[src/rtl/dvs_ravens_pkg.sv]
// Shared DVS/RAVENS widths, flit geometry and drain FSM state encoding.
package dvs_ravens_pkg;

    localparam int EVENT_BITS        = 20;
    localparam int RAVENS_WORD_BITS  = 8;
    localparam int EVENT_QUEUE_DEPTH = 8;

    localparam int NUM_FLITS     = (EVENT_BITS + RAVENS_WORD_BITS - 1) / RAVENS_WORD_BITS;
    localparam int SHIFT_BITS    = NUM_FLITS * RAVENS_WORD_BITS;
    localparam int FLIT_CNT_BITS = (NUM_FLITS > 1) ? $clog2(NUM_FLITS) : 1;

    typedef enum logic [1:0] {
        DRAIN_IDLE,
        DRAIN_WAIT,
        DRAIN_SEND
    } drain_state_t;

    function automatic logic is_last_flit(input logic [FLIT_CNT_BITS-1:0] cnt);
        return cnt == FLIT_CNT_BITS'(NUM_FLITS - 1);
    endfunction

endpackage

[src/rtl/dvs_event_serializer.sv]
// Splits one captured event into NUM_FLITS words, MSB flit first, over valid/ready.
module dvs_event_serializer
    import dvs_ravens_pkg::*;
(
    input  logic                        clk,
    input  logic                        rst_n,
    input  logic                        load,
    input  logic [EVENT_BITS-1:0]       event_data,
    input  logic                        tx_ready,
    output logic [RAVENS_WORD_BITS-1:0] tx_data,
    output logic                        tx_valid,
    output logic                        tx_last,
    output logic                        done
);

    logic [SHIFT_BITS-1:0]    shreg;
    logic [FLIT_CNT_BITS-1:0] flit_cnt;
    logic                     valid_q;
    logic                     last;

    assign last     = is_last_flit(flit_cnt);
    assign tx_valid = valid_q;
    assign tx_last  = valid_q & last;
    assign tx_data  = shreg[SHIFT_BITS-1 -: RAVENS_WORD_BITS];
    assign done     = valid_q & tx_ready & last;

    always_ff @(posedge clk or negedge rst_n) begin
        if (!rst_n) begin
            shreg    <= '0;
            flit_cnt <= '0;
            valid_q  <= 1'b0;
        end else if (load) begin
            shreg    <= SHIFT_BITS'(event_data);
            flit_cnt <= '0;
            valid_q  <= 1'b1;
        end else if (valid_q && tx_ready) begin
            if (last) begin
                // Clear on completion so tx_data idles at zero between events.
                shreg    <= '0;
                flit_cnt <= '0;
                valid_q  <= 1'b0;
            end else begin
                shreg    <= shreg << RAVENS_WORD_BITS;
                flit_cnt <= flit_cnt + FLIT_CNT_BITS'(1);
            end
        end
    end

endmodule

[src/rtl/dvs_event_queue_drain.sv]
// Consumer end of the DVS event queue: pop, wait out SRAM latency, serialize to RAVENS.
//
//  state      | meaning
//  DRAIN_IDLE | ready to pop; q_rd_en when enabled, non-empty and no write
//  DRAIN_WAIT | popped; counting down SRAM read latency, then capture
//  DRAIN_SEND | serializer streaming flits until the last one is accepted
module dvs_event_queue_drain
    import dvs_ravens_pkg::*;
#(
    parameter int SRAM_RD_LATENCY = 1,
    parameter int COUNT_BITS      = 16
) (
    input  logic                        clk,
    input  logic                        rst_n,
    input  logic                        enable,
    input  logic                        q_empty,
    input  logic                        q_wr_en,
    output logic                        q_rd_en,
    input  logic [EVENT_BITS-1:0]       q_event,
    output logic [RAVENS_WORD_BITS-1:0] tx_data,
    output logic                        tx_valid,
    output logic                        tx_last,
    input  logic                        tx_ready,
    output logic                        busy,
    output logic [COUNT_BITS-1:0]       sent_count
);

    localparam int LAT_W = (SRAM_RD_LATENCY > 1) ? $clog2(SRAM_RD_LATENCY) : 1;

    drain_state_t     state;
    drain_state_t     state_nxt;
    logic [LAT_W-1:0] lat_cnt;
    logic             pop;
    logic             load;
    logic             done;

    always_comb begin
        state_nxt = state;
        pop       = 1'b0;
        load      = 1'b0;
        case (state)
            DRAIN_IDLE: begin
                // rst_n gating keeps the pop strobe quiet while reset is held.
                pop = rst_n & enable & ~q_empty & ~q_wr_en;
                if (pop) state_nxt = DRAIN_WAIT;
            end
            DRAIN_WAIT: begin
                if (lat_cnt == '0) begin
                    load      = 1'b1;
                    state_nxt = DRAIN_SEND;
                end
            end
            DRAIN_SEND: begin
                if (done) state_nxt = DRAIN_IDLE;
            end
            default: state_nxt = DRAIN_IDLE;
        endcase
    end

    assign q_rd_en = pop;
    assign busy    = (state != DRAIN_IDLE);

    always_ff @(posedge clk or negedge rst_n) begin
        if (!rst_n) begin
            state      <= DRAIN_IDLE;
            lat_cnt    <= '0;
            sent_count <= '0;
        end else begin
            state <= state_nxt;
            if (pop)
                lat_cnt <= LAT_W'(SRAM_RD_LATENCY - 1);
            else if (state == DRAIN_WAIT && lat_cnt != '0)
                lat_cnt <= lat_cnt - LAT_W'(1);
            if (done)
                sent_count <= sent_count + COUNT_BITS'(1);
        end
    end

    dvs_event_serializer u_serializer (
        .clk        (clk),
        .rst_n      (rst_n),
        .load       (load),
        .event_data (q_event),
        .tx_ready   (tx_ready),
        .tx_data    (tx_data),
        .tx_valid   (tx_valid),
        .tx_last    (tx_last),
        .done       (done)
    );

endmodule
[config.mk]
export PLATFORM = sky130hd
export DESIGN_NAME = dvs_event_queue_drain
export DESIGN_NICKNAME = d
export VERILOG_FILES = /design/src/rtl/dvs_ravens_pkg.sv /design/src/rtl/dvs_event_serializer.sv /design/src/rtl/dvs_event_queue_drain.sv
export SDC_FILE = /design/constraint.sdc
export NUM_CORES = 1
export LEC_CHECK = 0
export CAP_MARGIN = 20
export CORE_UTILIZATION = 48
export CTS_CLUSTER_SIZE = 25
export DETAILED_ROUTE_END_ITERATION = 7
export PLACE_DENSITY = 0.87
export SETUP_SLACK_MARGIN = 0.15
export SYNTH_ARGS = -nofsm -noshare
export SYNTH_HDL_FRONTEND = slang
export SYNTH_SLANG_ARGS = --single-unit
[constraint.sdc]
create_clock -name clk -period 1.8 [get_ports clk]
set_input_delay 0.27 -clock clk [delete_from_list [all_inputs] [get_ports clk]]
set_output_delay 0.27 -clock clk [all_outputs]
set_load 0.02 [all_outputs]
==> run summary, run 1 <==
CP Data Arrival Time: 1.38 ns
core area: 4060 sq um
Slew @ Worst Pin: 0.569 ns
post-synthesis simple-gate area fraction: 17.0%
DIE AREA: 4520 sq um
Initial Utilization: 50.4%
CTS tree: built
H-tree Lvls: 2
CP max FO: 2
largest family of logic cells by synthesized area: simple AND/OR/NAND/NOR gates
CTS Buf Count: 5
die height: 67.3 microns
MaxCap Viol Count: 0
Final period util: 91.7%
compound-gate portion of the synthesized area: 12.5%
synth unique cells: 32
final instance area: 2690 sq um
final worst path period need: 1.65 ns
Slew headroom: 62.1%
Vias per Instance: 5.25
P&R area growth vs syn: 31.7%
critical path capture point type: primary output
FMAX: 0.606 GHz
Rows: 23
Hold-fix buffers, CTS: 0
final setup vio count: 0
reg2reg end: sent_count[12]
Max Used Layer: met4
RSZ-0062 raised after global routing: true
static leakage: 1.27 nW
dpl cell area: 2580 sq um
XOR/XNOR Fraction of Synth Area: 6.43%
final core occ: 66.4%
Net Count, Synth: 224
DRT iter0 DRCs: 131
# port buffers: 53
Die Wd: 67.3 microns
fin. max-slew vios: 0
M1 WL: 1860 microns
largest net degree at the start of global routing: 47
synthesized cell area: 2040 sq um
first-pass GRT wire length: 6450 microns
clk buf depth: 2
worst reg2reg startpoint: u_serializer.flit_cnt[0]
Post-DP HPWL: 2770 microns
Mapped Avg Cell Area: 10.4 sq um
status: completed
DP Worst Slack: -0.131 ns
CP startpoint kind: flop
layout cell share with drive strength beyond 1: 11.0%
detailed-route wire length per cell: 13.6 microns
Cells after Synth: 197
R2R setup slack: 0.32 ns
Fin. Hold Viols: 0
Critical Path RT: 1.53 ns
drt drc: 0
R2R cell count: 4
TritonRoute pass-1 iters: 4
Routed Antenna Nets: 0
CTS Root Cell: clkbuf_8
skew final: 0.00287 ns
setup TNS: 0 ns
vias: 1554
Hold WC Path Type: in -> async
CTS clk-pin slew, worst paths: 0.08 ns
DR WL met2: 2020 microns
portion of netlist area occupied by mux cells: 0.551%
CP Class: reg -> out
post-layout net count: 272
clock latency on the worst-skew pair: 0.29 ns
number of antenna violations at the first check in global routing: 0
grt total ovfl: 0
Final Wtd Congestion: 0.794
Yosys warning count: 0
clk sinks: 46
metal3 WL: 123 microns
Final WS setup: 0.150 ns
Power Density: 1140 nW/um^2
Post-Synth Adder-Cell Area: 0.612%
FF+latch count, synth: 46
Tot GR Track Use: 19.3%
post-synthesis sequential area ratio: 56.3%
peak supply drop: 0.627 mV
number of global-route vias before repair: 1388
final wirelength: 4040 microns
io pins: 54
antenna diode count: 0
==> layout make-up <==
class / instances / area [sq um]
clock buffers: 7 / 86.3
inverters: 3 / 11.3
flip-flops and latches: 46 / 1150
multi-input cells: 129 / 776
repair buffers: 60 / 601
well taps: 50 / 62.6
fillers: 328 / 1370
clock inverters: 1 / 5.00
==> Yosys cell counts <==
cell	count	share of area, %
a22oi_1	16	5.9
nand2_1	38	7.0
ha_1	1	0.61
nand4_1	5	1.5
and2_2	1	0.37
buf_4	9	3.3
buf_6	2	1.1
and3_2	2	0.73
o22ai_1	2	0.61
dfrtp_1	46	56
and3_1	2	0.61
mux2_2	1	0.55
nand3_2	3	1.5
or3_2	1	0.37
nor2_1	6	1.1
buf_1	1	0.18
o21ai_0	20	4.9
inv_1	3	0.55
o21bai_1	1	0.37
and4_1	2	0.86
or2_2	1	0.31
nand3_1	2	0.49
nor2_2	1	0.31
and4b_1	1	0.49
nor3_1	2	0.49
nor4_1	1	0.31
a21oi_1	3	0.73
clkbuf_1	4	0.73
buf_2	3	0.73
xor2_1	2	0.86
nand2b_1	2	0.61
xnor2_1	13	5.6
==> repair_timing <==
action                                  CTS  global route
pin swaps                                 1             2
endpoints found under the setup margin    6            10
buffers inserted                          0             0
endpoints found under the hold margin     0             0
resized for setup                        12             9
==> cell families after synthesis <==
family                   after synthesis
AND/OR/NAND/NOR                       70
flip-flops                            46
AO/OA/AOI/OAI                         42
buffers and inverters                 22
XOR/XNOR                              15
multiplexers                           1
adder cells (fa/ha/maj)                1
==> cells in the final DEF (no fill, tap or decap), types with 3 or more instances in the layout <==
cell | synthesis | layout
dfrtp_1 | 46 | 46
clkdlybuf4s50_1 | 0 | 39
nand2_1 | 38 | 38
o21ai_0 | 20 | 20
a22oi_1 | 16 | 16
xnor2_1 | 13 | 13
buf_4 | 9 | 7
dlymetal6s2s_1 | 0 | 7
nor2_1 | 6 | 6
clkbuf_8 | 0 | 6
nand4_1 | 5 | 5
dlygate4sd2_1 | 0 | 4
inv_1 | 3 | 3
nand3_2 | 3 | 3
a21oi_1 | 3 | 3
==> flip-flops by register name, indices dropped and copies added (netlist names) <==
register and flops:
u_serializer.shreg 24, sent_count 16, state 2, u_serializer.flit_cnt 2, lat_cnt 1, u_serializer.tx_valid 1
==> where the power goes <==
group / switching, mW / total, mW / internal [mW]
registers: 0.186 / 1.46 / 1.27
logic: 0.512 / 0.991 / 0.479
clock network: 0.322 / 0.632 / 0.310
total: 1.02 / 3.08 / 2.06
==> worst max-delay path, cell delays in order (launching register included) <==
cell	delay [ns]
dfrtp_1	0.39
or2_4	0.27
nor4_4	0.24
buf_4	0.19
==> worst max path at each step <==
stage                   startpoint              to  depth (start not counted)
floorplan                 state[1]         q_rd_en                          2
global placement           q_empty         q_rd_en                          3
detailed placement         q_empty         q_rd_en                          3
CTS                 sent_count[10]  sent_count[10]                          1
global route              state[0]         q_rd_en                          3
finish                    state[0]         q_rd_en                          3
==> routing by layer <==
metal | up-vias | track usage [%]
met4 | 0 | 5.59
met5 | - | 0
met3 | 5 | 3.55
li1 | 770 | -
met2 | 40 | 31.6
met1 | 739 | 26.0
==> stage by stage <==
step | cells | total power [mW] | hold WS, ns
after floorplan | 197 | 2.10 | -0.0256
after global placement | 288 | 2.43 | 0.439
after detailed placement | 288 | 2.47 | 0.440
after CTS | 296 | 3.10 | 0.126
after global routing | 296 | 3.27 | 0.142
final | 296 | 3.08 | 0.0887
No activity file was read; power rests on OpenSTA's default activity.
==> inputs of run 2 (changes only) <==
--- a/config.mk
+++ b/config.mk
@@ -7,6 +7,7 @@
 export LEC_CHECK = 0
 export CAP_MARGIN = 20
 export CORE_UTILIZATION = 48
+export CTS_CLUSTER_DIAMETER = 120
 export CTS_CLUSTER_SIZE = 25
 export DETAILED_ROUTE_END_ITERATION = 7
 export PLACE_DENSITY = 0.87
==> results of run 2 <==
No change in the layout: final DEF, timing and power equal those of run 1.
==> inputs of run 3 (changes only) <==
--- a/config.mk
+++ b/config.mk
@@ -6,12 +6,14 @@
 export NUM_CORES = 1
 export LEC_CHECK = 0
 export CAP_MARGIN = 20
-export CORE_UTILIZATION = 48
+export CORE_UTILIZATION = 49
 export CTS_CLUSTER_DIAMETER = 120
 export CTS_CLUSTER_SIZE = 25
 export DETAILED_ROUTE_END_ITERATION = 7
 export PLACE_DENSITY = 0.87
 export SETUP_SLACK_MARGIN = 0.15
+export SKIP_LAST_GASP = 1
 export SYNTH_ARGS = -nofsm -noshare
 export SYNTH_HDL_FRONTEND = slang
+export SYNTH_HIERARCHICAL = 1
 export SYNTH_SLANG_ARGS = --single-unit
==> run 3 against run 2 <==
  * Sequential power hardly changed
  * Count of clock-buffer cells in the layout increased by 1
  * Flip-flop and latch count stayed put
  * Worst setup slack improved by 0.0064 ns
  * Utilization grew 0.85 points
  * Register-to-register slack worse by 0.15 ns
  * Die area grew 5.6%
  * Critical path type is now in -> out
  * Largest power group unchanged
==> run summary, run 3 <==
buffer and inverter count on the worst path: 2
reg2reg end: sent_count[11]
Mapped Avg Cell Area: 10.1 sq um
drt drc: 0
CTS clk-pin slew, worst paths: 0.09 ns
grt total ovfl: 0
Slew @ Worst Pin: 0.566 ns
CP max FO: 2
largest net degree at the start of global routing: 48
antenna diode count: 0
final core occ: 67.2%
CTS Buf Count: 5
peak supply drop: 0.553 mV
Hold WS: 0.124 ns
EDFF count, synth: 0
Hold WC Path Type: in -> async
TritonRoute pass-1 iters: 4
Cells after Synth: 218
final wirelength: 4730 microns
FF+latch count, synth: 46
H-tree Lvls: 2
commonest non-fill, non-tap cell in the layout: dfrtp_1
CP Data Arrival Time: 1.37 ns
P&R area growth vs syn: 32.6%
Slew headroom: 62.3%
io pins: 54
skew final: 0.00840 ns
Synth area leaders: dfrtp_1, a21oi_1, nand2_1, xor2_1, nand3_1
clk sinks: 46
Final Wtd Congestion: 0.803
register with the most flip-flops: u_serializer/shreg
static leakage: 1.40 nW
critical path capture point type: primary output
first-pass GRT wire length: 7860 microns
worst reg2reg startpoint: u_serializer/flit_cnt[0]
core area: 4350 sq um
CTS tree: built
Rows: 24
clk buf depth: 2
Tot GR Track Use: 20.8%
Critical Path RT: 1.53 ns
die height: 69.1 microns
detailed-route wire length per cell: 14.5 microns
clock latency on the worst-skew pair: 0.30 ns
CP startpoint kind: input pin
layout cell share with drive strength beyond 1: 16.4%
RSZ-0062 raised after global routing: true
most frequent cells in the layout: dfrtp_1, clkdlybuf4s50_1, a21oi_1, nand2_1, nand3_1
setup TNS: 0 ns
Initial Utilization: 50.7%
vias: 1744
fin. max-slew vios: 0
Die Wd: 69.1 microns
Fin. Hold Viols: 0
number of global-route vias before repair: 1673
cell family with most CP delay: buffers and inverters
# port buffers: 53
Vias per Instance: 5.33
largest registers: u_serializer/shreg x24, sent_count x16
Pint: 2.15 mW
Post-synth top flop: dfrtp_1
post-layout net count: 301
R2R cell count: 7
Power, Total: 3.21 mW
Yosys top cell by area: dfrtp_1
Inst Count DP: 315
Flop pwr share: 44.9%
Comb power frac: 32.6%
Largest register FFs: 24
Non-Filler Instances: 327
top cells by count, synth: dfrtp_1, a21oi_1, nand2_1
final worst path period need: 1.64 ns
Post-DP HPWL: 3220 microns
P_sw: 1.06 mW
status: completed
most frequent cell after synthesis: dfrtp_1
synthesized cell area: 2210 sq um
Yosys top cell area share: 52.2%
FMAX: 0.608 GHz
Final period util: 91.3%
Routed Antenna Nets: 0
Net Count, Synth: 245
slowest stage delay, CP: 0.44 ns
DRT iter0 DRCs: 156
Clock Power Share: 22.5%
MaxCap Viol Count: 0
Post-synth ARST share: 100%
CTS Root Cell: clkbuf_8
synth unique cells: 34
number of antenna violations at the first check in global routing: 0
slowest CP cell: clkdlybuf4s50_1
CP Class: in -> out
post-synthesis sequential area ratio: 52.2%
R2R setup slack: 0.17 ns
Yosys warning count: 6
CP Cell Sequence: clkdlybuf4s50_1 > nor4bb_2 > nor2b_2 > buf_2
Power Density: 1100 nW/um^2
DIE AREA: 4780 sq um
final setup vio count: 0
Sw Share: 33.1%
Hold-fix buffers, CTS: 0
==> run 3: cell count changes after synthesis, moves of 5 or more <==
cell	change
xnor2_1	-9
xor2_1	+9
nor4_2	+5
nor2b_1	+13
nand2_1	-11
o21ai_0	-11
a22oi_1	-16
nand3_1	+17
a21oi_1	+26
==> run 3: worst max path at each step <==
| stage | startpoint | end | cells past startpoint |
|---|---|---|---|
| floorplan | u_serializer/flit_cnt[0] | sent_count[11] | 8 |
| global placement | enable | q_rd_en | 4 |
| detailed placement | enable | q_rd_en | 4 |
| CTS | enable | q_rd_en | 4 |
| global route | q_wr_en | q_rd_en | 4 |
| finish | enable | q_rd_en | 4 |
==> run 3: per-stage QoR <==
| step | area, sq um | setup slack (ns) |
|---|---|---|
| 6_report | 2930 | 0.156 |
| 2_1_floorplan | 2220 | 0.101 |
| 3_3_place_gp | 2770 | -0.329 |
| 4_1_cts | 2880 | -0.0771 |
| 5_1_grt | 2930 | 0.107 |
| 3_5_place_dp | 2770 | -0.365 |
==> run 3: cells by family after synthesis <==
kind of cell / share of synthesized area (%)
buf+inv: 7.14
fa+ha+maj: 0.567
compound gates: 9.69
xor+xnor: 5.95
mux: 0.964
simple gates: 23.5
flops: 52.2
==> run 3: layout make-up <==
class | instances | area, sq um
Clock buffer | 8 | 110
Multi-Input combinational cell | 149 | 938
Tap cell | 52 | 65.1
Fill cell | 328 | 1430
Inverter | 3 | 11.3
Sequential cell | 46 | 1150
Timing Repair Buffer | 69 | 649
==> run 3: layer usage <==
metal  GRT usage [%]  part of all wire, %  vias to the layer above  wire, microns
met1            28.6                   44                      841           2060
met5               0                    0                        -              0
met2            31.6                   50                       53           2340
met4            10.4                  2.1                        0             98
li1                -                    -                      842              -
met3            3.80                  4.7                        8            222
==> run 3: what timing repair did <==
action | in CTS | in global routing
buffers inserted | 0 | 4
pin swaps | 2 | 1
endpoints found under the setup margin | 14 | 13
resized for setup | 13 | 14
==> run 3: power by group through the flow <==
stage	Clock, mW	Sequential (mW)	Combinational [mW]
final	0.724	1.44	1.05
after global routing	0.780	1.47	1.14
after CTS	0.731	1.44	1.01
after detailed placement	0	1.46	1.02
after global placement	0	1.45	0.998
after floorplan	0	1.47	0.697
==> run 3: worst register-to-register path: cells and delay by family, from the launching register on <==
family                 cells  cell delay (ns)
flip-flops                 1             0.42
XOR/XNOR                   1             0.18
buffers and inverters      2             0.34
AND/OR/NAND/NOR            4             0.63
